`config.mk`:
```
export PLATFORM = sky130hd
export DESIGN_NAME = idct_mac_unit
export DESIGN_NICKNAME = d
export VERILOG_FILES = /design/src/rtl/idct_pkg.sv /design/src/rtl/idct_round_sat.sv /design/src/rtl/idct_mac_unit.sv
export SDC_FILE = /design/constraint.sdc
export NUM_CORES = 1
export LEC_CHECK = 0
export ABC_AREA = 1
export CAP_MARGIN = 20
export CORE_UTILIZATION = 28
export DETAILED_ROUTE_END_ITERATION = 6
export SYNTH_ARGS = -nofsm -noshare
export SYNTH_HDL_FRONTEND = slang
export SYNTH_HIERARCHICAL = 1
export SYNTH_SLANG_ARGS = --single-unit
```
`constraint.sdc`:
```
create_clock -name clk -period 4.7 [get_ports clk]
set_input_delay 0.47 -clock clk [delete_from_list [all_inputs] [get_ports clk]]
set_output_delay 0.47 -clock clk [all_outputs]
set_load 0.05 [all_outputs]
```
`src/rtl/idct_pkg.sv`:
```
// Shared types and default widths for the IDCT multiply-accumulate unit.
// The level-shift option is selected by the IDCT_MAC_LEVEL_SHIFT_EN macro in idct_round_sat.
package idct_pkg;

   localparam int unsigned IDCT_DATA_W  = 12;
   localparam int unsigned IDCT_COEF_W  = 12;
   localparam int unsigned IDCT_FRAC_W  = 11;
   localparam int unsigned IDCT_N_TERMS = 8;
   localparam int unsigned IDCT_OUT_W   = 8;

   // Mid-scale offset that turns a signed sample into an unsigned pixel.
   function automatic int level_offset(input int unsigned out_w);
      return 1 << (out_w - 1);
   endfunction

   localparam int IDCT_LEVEL_OFFSET = level_offset(IDCT_OUT_W);

   typedef enum logic [1:0] {
      StAccum,
      StDrain1,
      StDrain2,
      StOut
   } idct_mac_state_t;

endpackage

```
`src/rtl/idct_round_sat.sv`:
```
// Combinational round-half-up, optional level shift and clamp of the accumulator.
// IDCT_MAC_LEVEL_SHIFT_EN: add mid-scale offset and clamp to unsigned range.
module idct_round_sat
   import idct_pkg::*;
#(
   parameter int unsigned ACC_W  = 27,
   parameter int unsigned FRAC_W = IDCT_FRAC_W,
   parameter int unsigned OUT_W  = IDCT_OUT_W
) (
   input  logic signed [ACC_W-1:0] acc,
   output logic        [OUT_W-1:0] sample
);

   // Two guard bits keep the rounding bias and offset from overflowing.
   localparam int unsigned SUM_W = ACC_W + 2;
   localparam logic signed [SUM_W-1:0] HALF = SUM_W'(1) << (FRAC_W - 1);

`ifdef IDCT_MAC_LEVEL_SHIFT_EN
   localparam logic signed [SUM_W-1:0] OFFSET = SUM_W'(level_offset(OUT_W));
   localparam logic signed [SUM_W-1:0] LO     = '0;
   localparam logic signed [SUM_W-1:0] HI     = (SUM_W'(1) << OUT_W) - SUM_W'(1);
`else
   localparam logic signed [SUM_W-1:0] OFFSET = '0;
   localparam logic signed [SUM_W-1:0] LO     = -(SUM_W'(1) << (OUT_W - 1));
   localparam logic signed [SUM_W-1:0] HI     = (SUM_W'(1) << (OUT_W - 1)) - SUM_W'(1);
`endif

   logic signed [SUM_W-1:0] acc_ext;
   logic signed [SUM_W-1:0] rounded;
   logic signed [SUM_W-1:0] shifted;

   always_comb begin
      acc_ext = {{2{acc[ACC_W-1]}}, acc};
      rounded = (acc_ext + HALF) >>> FRAC_W;
      shifted = rounded + OFFSET;
      if (shifted < LO) begin
         sample = LO[OUT_W-1:0];
      end else if (shifted > HI) begin
         sample = HI[OUT_W-1:0];
      end else begin
         sample = shifted[OUT_W-1:0];
      end
   end

endmodule

```
`src/rtl/idct_mac_unit.sv`:
```
// IDCT multiply-accumulate: sums N_TERMS products, then rounds and saturates to one sample.
// IDCT_MAC_LEVEL_SHIFT_EN (in idct_round_sat) selects unsigned level-shifted output.
module idct_mac_unit
   import idct_pkg::*;
#(
   parameter int unsigned DATA_W  = IDCT_DATA_W,
   parameter int unsigned COEF_W  = IDCT_COEF_W,
   parameter int unsigned FRAC_W  = IDCT_FRAC_W,
   parameter int unsigned N_TERMS = IDCT_N_TERMS,
   parameter int unsigned OUT_W   = IDCT_OUT_W
) (
   input  logic                     clk,
   input  logic                     rst,
   input  logic                     in_valid,
   output logic                     in_ready,
   input  logic signed [DATA_W-1:0] in_data,
   input  logic signed [COEF_W-1:0] in_coef,
   output logic                     out_valid,
   input  logic                     out_ready,
   output logic        [OUT_W-1:0]  out_data
);

   localparam int unsigned PROD_W = DATA_W + COEF_W;
   localparam int unsigned ACC_W  = PROD_W + $clog2(N_TERMS);
   localparam int unsigned CNT_W  = (N_TERMS > 1) ? $clog2(N_TERMS) : 1;
   localparam logic [CNT_W-1:0] LAST_TERM = CNT_W'(N_TERMS - 1);

   idct_mac_state_t          state_q, state_d;
   logic [CNT_W-1:0]         term_cnt_q, term_cnt_d;
   logic signed [PROD_W-1:0] prod_q, prod_d;
   logic                     prod_vld_q, prod_vld_d;
   logic signed [ACC_W-1:0]  acc_q, acc_d;
   logic                     out_valid_q, out_valid_d;
   logic [OUT_W-1:0]         out_data_q, out_data_d;
   logic [OUT_W-1:0]         sat_data;
   logic                     accept;

   assign in_ready  = (state_q == StAccum) && !rst;
   assign accept    = in_valid && in_ready;
   assign out_valid = out_valid_q;
   assign out_data  = out_data_q;

   idct_round_sat #(
      .ACC_W  (ACC_W),
      .FRAC_W (FRAC_W),
      .OUT_W  (OUT_W)
   ) u_round_sat (
      .acc    (acc_q),
      .sample (sat_data)
   );

   always_comb begin
      state_d     = state_q;
      term_cnt_d  = term_cnt_q;
      prod_d      = prod_q;
      prod_vld_d  = accept;
      acc_d       = acc_q;
      out_valid_d = out_valid_q;
      out_data_d  = out_data_q;

      // Product is registered one cycle ahead of its accumulation.
      if (prod_vld_q) begin
         acc_d = acc_q + ACC_W'(prod_q);
      end

      if (accept) begin
         prod_d     = PROD_W'(in_data) * PROD_W'(in_coef);
         term_cnt_d = (term_cnt_q == LAST_TERM) ? '0 : term_cnt_q + CNT_W'(1);
      end

      unique case (state_q)
         StAccum: begin
            if (accept && (term_cnt_q == LAST_TERM)) begin
               state_d = StDrain1;
            end
         end
         StDrain1: begin
            state_d = StDrain2;
         end
         StDrain2: begin
            out_data_d  = sat_data;
            out_valid_d = 1'b1;
            state_d     = StOut;
         end
         StOut: begin
            if (out_valid_q && out_ready) begin
               acc_d       = '0;
               out_valid_d = 1'b0;
               state_d     = StAccum;
            end
         end
         default: state_d = StAccum;
      endcase
   end

   always_ff @(posedge clk) begin
      if (rst) begin
         state_q     <= StAccum;
         term_cnt_q  <= '0;
         prod_q      <= '0;
         prod_vld_q  <= 1'b0;
         acc_q       <= '0;
         out_valid_q <= 1'b0;
         out_data_q  <= '0;
      end else begin
         state_q     <= state_d;
         term_cnt_q  <= term_cnt_d;
         prod_q      <= prod_d;
         prod_vld_q  <= prod_vld_d;
         acc_q       <= acc_d;
         out_valid_q <= out_valid_d;
         out_data_q  <= out_data_d;
      end
   end

endmodule

```
---- Yosys cells after proc, flatten, opt, wreduce, memory -nomap -nowiden ----
Cells that the tools add are included.
word-level totals
  register bits ........................... 66
  latch bits .............................. 0
  memory bits (writable) .................. 0
  ROM bits ................................ 0
  output and inout bits ................... 10
  memories ................................ 0
operators by class
  add/subtract/negate cells ............... 3
  multipliers ............................. 1
  divide/modulo/power cells ............... 0
  $lt $le $gt $ge ......................... 2
  equality and inequality tests ........... 6
  shift-type cells ........................ 0
  muxes and demuxes ....................... 11
  bitwise operators ....................... 0
  reduce and logical (&&, ||, !) cells .... 9
operator list
  cell                    count
  $mux 27                 3
  $add 27x12->28 const B  1
  $add 27x24->27          1
  $mul 12x12->24          1
  $gt 17x8->1 const B     1
  $lt 17x8->1 const B     1
  $mux 8                  2
  $pmux 2 s4              1
  $eq 2x2->1 const B      2
  $logic_and 1x1->1       4
  $mux 2                  2
  $reduce_and 2->1        2
  $add 3x1->3 const B     1
  $eq 3x3->1 const B      1
  $mux 3                  1
  $eq 2x1->1 const B      1
  $logic_not 2->1         1
  $ne 2x1->1 const B      1
  $ne 2x2->1 const B      1
  $pmux 1 s2              1
  $reduce_bool 2->1       1
  $logic_not 1->1         1
  $mux 1                  1

---- Depth between registers and ports, before layout ----
Gate-level depths: netlist of the first run.
  word-level depth ........................ 6
  depth in mapped cells ................... 25
  mapped depth without buffers ............ 24

---- Modules after synthesis ----
The synthesis of the first run kept the hierarchy.
by module, submodules not included
  module          times used  cells each  area each (um^2)
  idct_mac_unit   1           1373        9811.9
  idct_round_sat  1           112         561.8

---- Least setup slack after synthesis of the first run ----
Ideal clock, no wire load.
  path type ............................... input to register
  from .................................... input port in_data[11]
  to ...................................... register prod_q[23]
  arrival ................................. 4998 ps
  required time ........................... 4587 ps
  path slack .............................. -411 ps
  stages on the path ...................... 21
  cells stage by stage .................... clkbuf_1 -> nand2_1 -> inv_1 -> fa_1 -> fa_1 -> inv_1 -> fa_1 -> inv_1 -> fa_1 -> inv_1 -> fa_1 -> inv_1 -> ha_1 -> a21oi_1 -> o21ai_0 -> a21oi_1 -> nand3_1 -> inv_1 -> nand2_1 -> nand3_1 -> nand2_1
between the ends
  longest elaborated chain between the ends .. 1
ends and longest elaborated chain
  item                  RTL line              text
  from (decl)           idct_mac_unit.sv:16   input logic signed [DATA_W-1:0] in_data,
  $mul 12x12->24        idct_mac_unit.sv:67   prod_d = PROD_W'(in_data) * PROD_W'(in_coef);
  to (signal assigned)  idct_mac_unit.sv:108  prod_q <= prod_d;
  to (decl)             idct_mac_unit.sv:30   logic signed [PROD_W-1:0] prod_q, prod_d;
Every way passes these cells.
A chain may end at the register's enable or synchronous reset.

---- Final worst setup path of the first run ----
  from .................................... input port in_coef[5]
  to ...................................... register prod_q[23]
between the ends
  longest elaborated chain between the ends .. 1
ends and longest elaborated chain
  item            RTL line             text
  from (decl)     idct_mac_unit.sv:17  input logic signed [COEF_W-1:0] in_coef,
  $mul 12x12->24  idct_mac_unit.sv:67
Every way passes these cells.

==> results of run 1 <==
-- cells by family after synthesis --
group,synth area share
AOI/OAI and AO/OA,0.0852
xor gates and xnor gates,0.0245
adders and majority gates,0.370
buffers and inverters,0.144
DFF,0.127
and+or+nand+nor,0.249
-- registers in the layout, indices dropped and copies added, names as in the netlist --
name	flops
acc_q	27
prod_q	24
out_data	8
term_cnt_q	3
out_valid	1
prod_vld_q	1
state_q	2
-- area by class of cell --
type,instances,area share
Clock buffer,12,0.0191
Clock inverter,4,0.00372
Inverter,356,0.100
Multi-Input combinational cell,1024,0.609
Sequential cell,66,0.0983
Tap cell,468,0.0436
Timing Repair Buffer,185,0.126
-- per-layer routing --
layer  routed length (um)  share of wire  global-route usage
met5                    0              0                   0
met4                  485          0.017              0.0409
met3                 1180          0.041              0.0194
met2                13900           0.49               0.273
met1                12900           0.45               0.197
-- per-stage QoR --
stage / utilization / setup slack [ns] / setup TNS, ns / instance area (um^2) / cells
2_1_floorplan: - / 0.00858 / 0 / 10500 / 1485
3_3_place_gp: 0.330 / -0.757 / -10.18 / 12100 / 2045
3_5_place_dp: 0.330 / -0.752 / -10.74 / 12100 / 2045
4_1_cts: 0.355 / 0.00471 / 0 / 13000 / 2090
5_1_grt: 0.368 / -0.0370 / -0.0680 / 13400 / 2115
6_report: 0.368 / 0.0851 / 0 / 13400 / 2115
-- cells in the mapped netlist (2+ instances only) --
cell      number  area, um^2
a21o_1         8        60.1
a21oi_1       57         285
a22o_1         7        61.3
a31o_2         2        17.5
buf_1          3        11.3
buf_2          5        25.0
clkbuf_1      30         113
dfxtp_1       66        1320
fa_1         139        2780
ha_1          84        1050
inv_1        354        1330
inv_2          2        7.51
nand2_1      361        1360
nand2_2        9        56.3
nand3_1       68         340
nand3_2        2        20.0
nand4_1       20         125
nor2_1       131         492
nor2_2         6        37.5
nor2_4         3        33.8
nor3_1         6        30.0
nor4_1         3        18.8
o211ai_1       5        37.5
o21ai_0       53         265
o21ai_1        4        20.0
o21ai_2        2        17.5
o21bai_1       7        52.6
or2_2          5        31.3
xnor2_1       10        87.6
xor2_1        19         166
-- worst max-delay path, delay by kind of cell --
kind / cells / cell delay, ns
AND/OR/NAND/NOR: 9 / 0.73
buffers and inverters: 8 / 0.74
adder cells (fa/ha/maj): 6 / 2.90
-- path summary, 6_finish.rpt --
check	to	slack (ns)	depth (start not counted)
setup / recovery	prod_q[23]$_SDFFE_PP0P_	0.09	23
hold / removal	prod_q[21]$_SDFFE_PP0P_	0.47	2
setup reg to reg	term_cnt_q[0]$_SDFFE_PP0P_	2.07	10
hold reg to reg	prod_q[21]$_SDFFE_PP0P_	0.47	2
-- timing repair --
action,4_1_cts,5_1_grt
pin swaps,49,113
gates cloned,6,3
setup buffers,23,23
endpoints found under the setup margin,16,16
gates resized for setup,105,158
==> results.py, run 1 <==
metrics = {
    "final_layout": {
        "n_fill_cell": 3775,
        "layout_common_cells": "328 x nand2_1, 323 x inv_1, 127 x fa_1",
        "syn_to_final_growth_pct": 29.6,
        "antennaDiodeCount": 0,
        "multi_input_area_um2": 8180,
        "drive_gt1_frac": 0.212,
        "layout_commonest_cell": "nand2_1",
        "seqCellArea_um2": 1320,
        "fin_nets": 1893,
    },
    "grt": {
        "overflow": 0,
        "first_global_vias": 10100,
        "grt_usage": 0.154,
        "grt_start_max_net_pins": 30,
        "grt_pass1_wl_um": 47800,
        "antenna_found_initial": 0,
    },
    "route": {
        "routed_via_density": 4.59,
        "ant_nets": 0,
        "routed_wl_um": 28500,
        "dr_total_vias": 9699,
        "drt_iter0_drc": 501,
        "routedWlPerCell_um": 13.5,
        "route.detailed.drc": 0,
        "dr.pass1.iters": 5,
    },
    "sta": {
        "fin_skew_ns": 0.00720,
        "hold_ws_ns": 0.468,
        "slew_violations": 0,
        "setup_viol": 0,
        "maxClockFrequency_mhz": 217,
        "period_needed_ns": 4.61,
        "hold_violations": 0,
        "worst_slew_pin_slew_ns": 0.823,
        "fin_crit_sh": 0.982,
        "slew_headroom": 0.451,
    },
    "clocking": {
        "cts-root-buf": "clkbuf_16",
        "htree_levels": 3,
        "clock_latency_ns": 0.35,
        "cts.sinks": 66,
        "clockBufferDepth": 2,
        "cts.clk_slew.worst_paths_ns": 0.06,
        "cts_hold_buffers": 0,
        "numCtsBuffers": 9,
        "tritoncts": "built",
    },
    "synth": {
        "syn_area_um2": 10400,
        "ys_ff_latch": 66,
        "syn_inst": 1485,
        "netlist-cell-type-count": 44,
        "ys.flop_type": "dfxtp_1",
        "synth_seq_area_share": 0.127,
        "syn_avg_cell_area_um2": 6.99,
        "synth_edf_count": 0,
        "yosys_warnings": 6,
        "syn_nets": 1736,
        "ys_async_sr_fraction": 0,
    },
    "placed_design": {
        "globalplace.congestion": 0.865,
        "dp_hpwl_um": 21900,
        "port_buffers": 37,
    },
    "die": {
        "die_w_um": 194,
        "dieArea_um2": 37800,
        "boundaryPins": 38,
        "rows": 70,
        "initial_core_util": 0.284,
        "core_um2": 36500,
        "dieHeight_um": 194,
    },
    "status": {
        "status": "completed",
    },
    "run": {
        "drv_cap": 0,
    },
    "critical_path": {
        "start_kind": "primary input",
        "cp_cell_sequence": "clkbuf_2, buf_12, nand2_1, inv_1, fa_2, buf_6, fa_2, inv_2, buf_4, fa_1, fa_2, fa_1, inv_2, ha_4, nand2_4, nor2_4, nand2_1, inv_2, nand4_1, nand3_2, nand3_2, nand3_2, nand2_1",
        "cp_max_fo": 7,
        "slowest_delay_ns": 0.59,
        "cp.required_ns": 4.94,
        "slowest_stage": "fa_2",
        "r2r-start": "state_q[0]$_SDFFE_PP0P_",
        "critPathArrivalTime_ns": 4.86,
        "critPathKind": "in -> reg",
        "endpoint_kind": "register",
        "crit_path_start": "in_coef[5]",
    },
    "worst_hold_path": {
        "hp-class": "reg -> reg",
        "hp-start": "prod_q[21]$_SDFFE_PP0P_",
    },
}
Power of run 1 is left out: the tool's default activity adds up to more than one toggle a clock period on the data nets, which glitch-free logic cannot reach.
==> run 2: changes to the inputs <==
==> constraint.sdc (replaced) <==
create_clock -name clk -period 4.7 [get_ports clk]
set_input_delay 0.47 -clock clk [delete_from_list [all_inputs] [get_ports clk]]
set_output_delay 0.47 -clock clk [all_outputs]
set_load 0.01 [all_outputs]
==> results of run 2 <==
The final DEF is identical to that of run 1; final timing and power are the same.
Power of run 2 is left out for the same reason.
==> run 3: changes to the inputs <==
--- a/config.mk
+++ b/config.mk
@@ -7,6 +7,7 @@
 export LEC_CHECK = 0
 export ABC_AREA = 1
 export CAP_MARGIN = 20
+export CORE_MARGIN = 3
 export CORE_UTILIZATION = 28
 export DETAILED_ROUTE_END_ITERATION = 6
 export SYNTH_ARGS = -nofsm -noshare
==> results.py, run 3 (synthesis results as in run 1) <==
metrics = {
    "grt": {
        "grt_usage": 0.148,
        "first_global_vias": 9829,
        "overflow": 0,
        "grt_start_max_net_pins": 31,
        "grt_pass1_wl_um": 47600,
        "antenna_found_initial": 0,
    },
    "route": {
        "routed_via_density": 4.59,
        "ant_nets": 0,
        "dr_total_vias": 9638,
        "dr.pass1.iters": 5,
        "routed_wl_um": 28200,
        "drt_iter0_drc": 484,
        "routedWlPerCell_um": 13.4,
        "route.detailed.drc": 0,
    },
    "final_layout": {
        "fin_nets": 1887,
        "seqCellArea_um2": 1320,
        "largest_reg_flops": 27,
        "fin_util": 0.372,
        "largest_register": "acc_q",
        "instances_no_fill": 2102,
        "layout_commonest_cell": "nand2_1",
        "n_fill_cell": 3675,
        "layout_common_cells": "318 x nand2_1, 316 x inv_1, 130 x fa_1",
        "drive_gt1_frac": 0.221,
        "antennaDiodeCount": 0,
        "syn_to_final_growth_pct": 29.1,
        "multi_input_area_um2": 8230,
    },
    "die": {
        "die_w_um": 198,
        "core_um2": 36000,
        "dieArea_um2": 39400,
        "initial_core_util": 0.288,
        "dieHeight_um": 198,
        "rows": 69,
        "boundaryPins": 38,
    },
    "pwr": {
        "clkPwrFrac": 0.065,
        "switching_share": 0.493,
        "p_int_uw": 5670,
        "seqPwrFrac": 0.079,
        "p_per_area_nw_per_um2": 834,
        "p_comb_frac": 0.856,
        "p_switching_uw": 5510,
        "power_leakage_uw": 0.00709,
        "max-vdd-ir-drop_uv": 931,
    },
    "critical_path": {
        "slowest_stage": "fa_2",
        "cpMostUsedCell": "inv_2",
        "cp_max_fo": 5,
        "critPathArrivalTime_ns": 4.85,
        "cp_cell_sequence": "buf_8, buf_8, nand2_4, inv_4, fa_2, buf_12, fa_2, inv_2, fa_1, inv_2, fa_1, inv_1, fa_1, inv_2, ha_4, nand2_4, nor2_4, nand2_2, inv_2, nand4_1, nand3_4, nand3_2, nand3_2, nand2_1",
        "cp.required_ns": 4.94,
        "endpoint_kind": "register",
        "critPathKind": "in -> reg",
        "r2r_slack_ns": 2.25,
        "start_kind": "primary input",
        "slowest_delay_ns": 0.61,
    },
    "sta": {
        "fin_crit_sh": 0.981,
        "setup_viol": 0,
        "fin_skew_ns": 0.00696,
        "slew_headroom": 0.434,
        "slew_violations": 0,
        "maxClockFrequency_mhz": 217,
        "worst_slack_ns": 0.0889,
        "worst_slew_pin_slew_ns": 0.848,
        "hold_violations": 0,
        "rsz0062_at_grt": "yes",
        "hold_ws_ns": 0.472,
        "period_needed_ns": 4.61,
    },
    "clocking": {
        "cts.clk_slew.worst_paths_ns": 0.05,
        "numCtsBuffers": 9,
        "clockBufferDepth": 2,
        "htree_levels": 3,
        "tritoncts": "built",
        "clock_latency_ns": 0.34,
        "cts-root-buf": "clkbuf_16",
        "cts.sinks": 66,
    },
    "status": {
        "status": "completed",
    },
    "run": {
        "drv_cap": 0,
    },
    "placed_design": {
        "place_inst": 2045,
        "dp_hpwl_um": 22300,
        "globalplace.congestion": 0.895,
        "pre_cts_ws_ns": -0.796,
        "port_buffers": 37,
    },
    "worst_hold_path": {
        "hp-class": "reg -> reg",
    },
}
run 3: final cells by class:
class / count / share of cell area
clock buffer: 11 / 0.0174
clock inverter: 5 / 0.00588
inverter: 356 / 0.100
multi-input combinational: 1024 / 0.614
sequential: 66 / 0.0986
tap: 461 / 0.0431
timing repair buffer: 179 / 0.120
run 3: critical path: cells and delay by family:
kind | cells | cell delay (ns)
and+or+nand+nor | 9 | 0.73
adders and majority gates | 6 | 2.94
buffers and inverters | 9 | 0.70
run 3: power groups by stage:
stage               logic [uW]  registers (uW)  clock network (uW)
global route             10700             899                 757
floorplan                 4500             836                   0
detailed placement        6870             892                   0
global placement          6810             890                   0
CTS                       8130             882                 739
finish                    9570             879                 727
run 3: final timing paths:
path,start,end,cells past startpoint
min reg2reg,prod_q[10]$_SDFFE_PP0P_,prod_q[10]$_SDFFE_PP0P_,2
min,prod_q[10]$_SDFFE_PP0P_,prod_q[10]$_SDFFE_PP0P_,2
max reg2reg,state_q[0]$_SDFFE_PP0P_,state_q[0]$_SDFFE_PP0P_,11
max,in_data[11],prod_q[23]$_SDFFE_PP0P_,24
run 3: routing by layer:
layer	track usage	vias to the layer above	routed length [um]
met1	0.196	4608	12900
met3	0.0202	42	1280
met5	0	-	0
met2	0.259	207	13500
met4	0.0312	0	543
li1	-	4781	-
run 3: metrics by stage:
stage / cell area [um^2] / total power [uW] / TNS [ns]
3_5_place_dp: 12100 / 7770 / -10.90
3_3_place_gp: 12100 / 7700 / -10.46
2_1_floorplan: 10500 / 5330 / 0
4_1_cts: 12900 / 9750 / 0
5_1_grt: 13400 / 12400 / -0.0822
6_report: 13400 / 11200 / 0
run 3: what timing repair did:
item / in CTS / in global routing
endpoints found under the setup margin: 16 / 16
gates cloned: 5 / 0
endpoints found under the hold margin: 0 / 0
setup buffers: 18 / 20
pin swaps: 49 / 122
hold buffers: 0 / 0
gates resized for setup: 108 / 176
No activity file was read; power rests on OpenSTA's default activity.
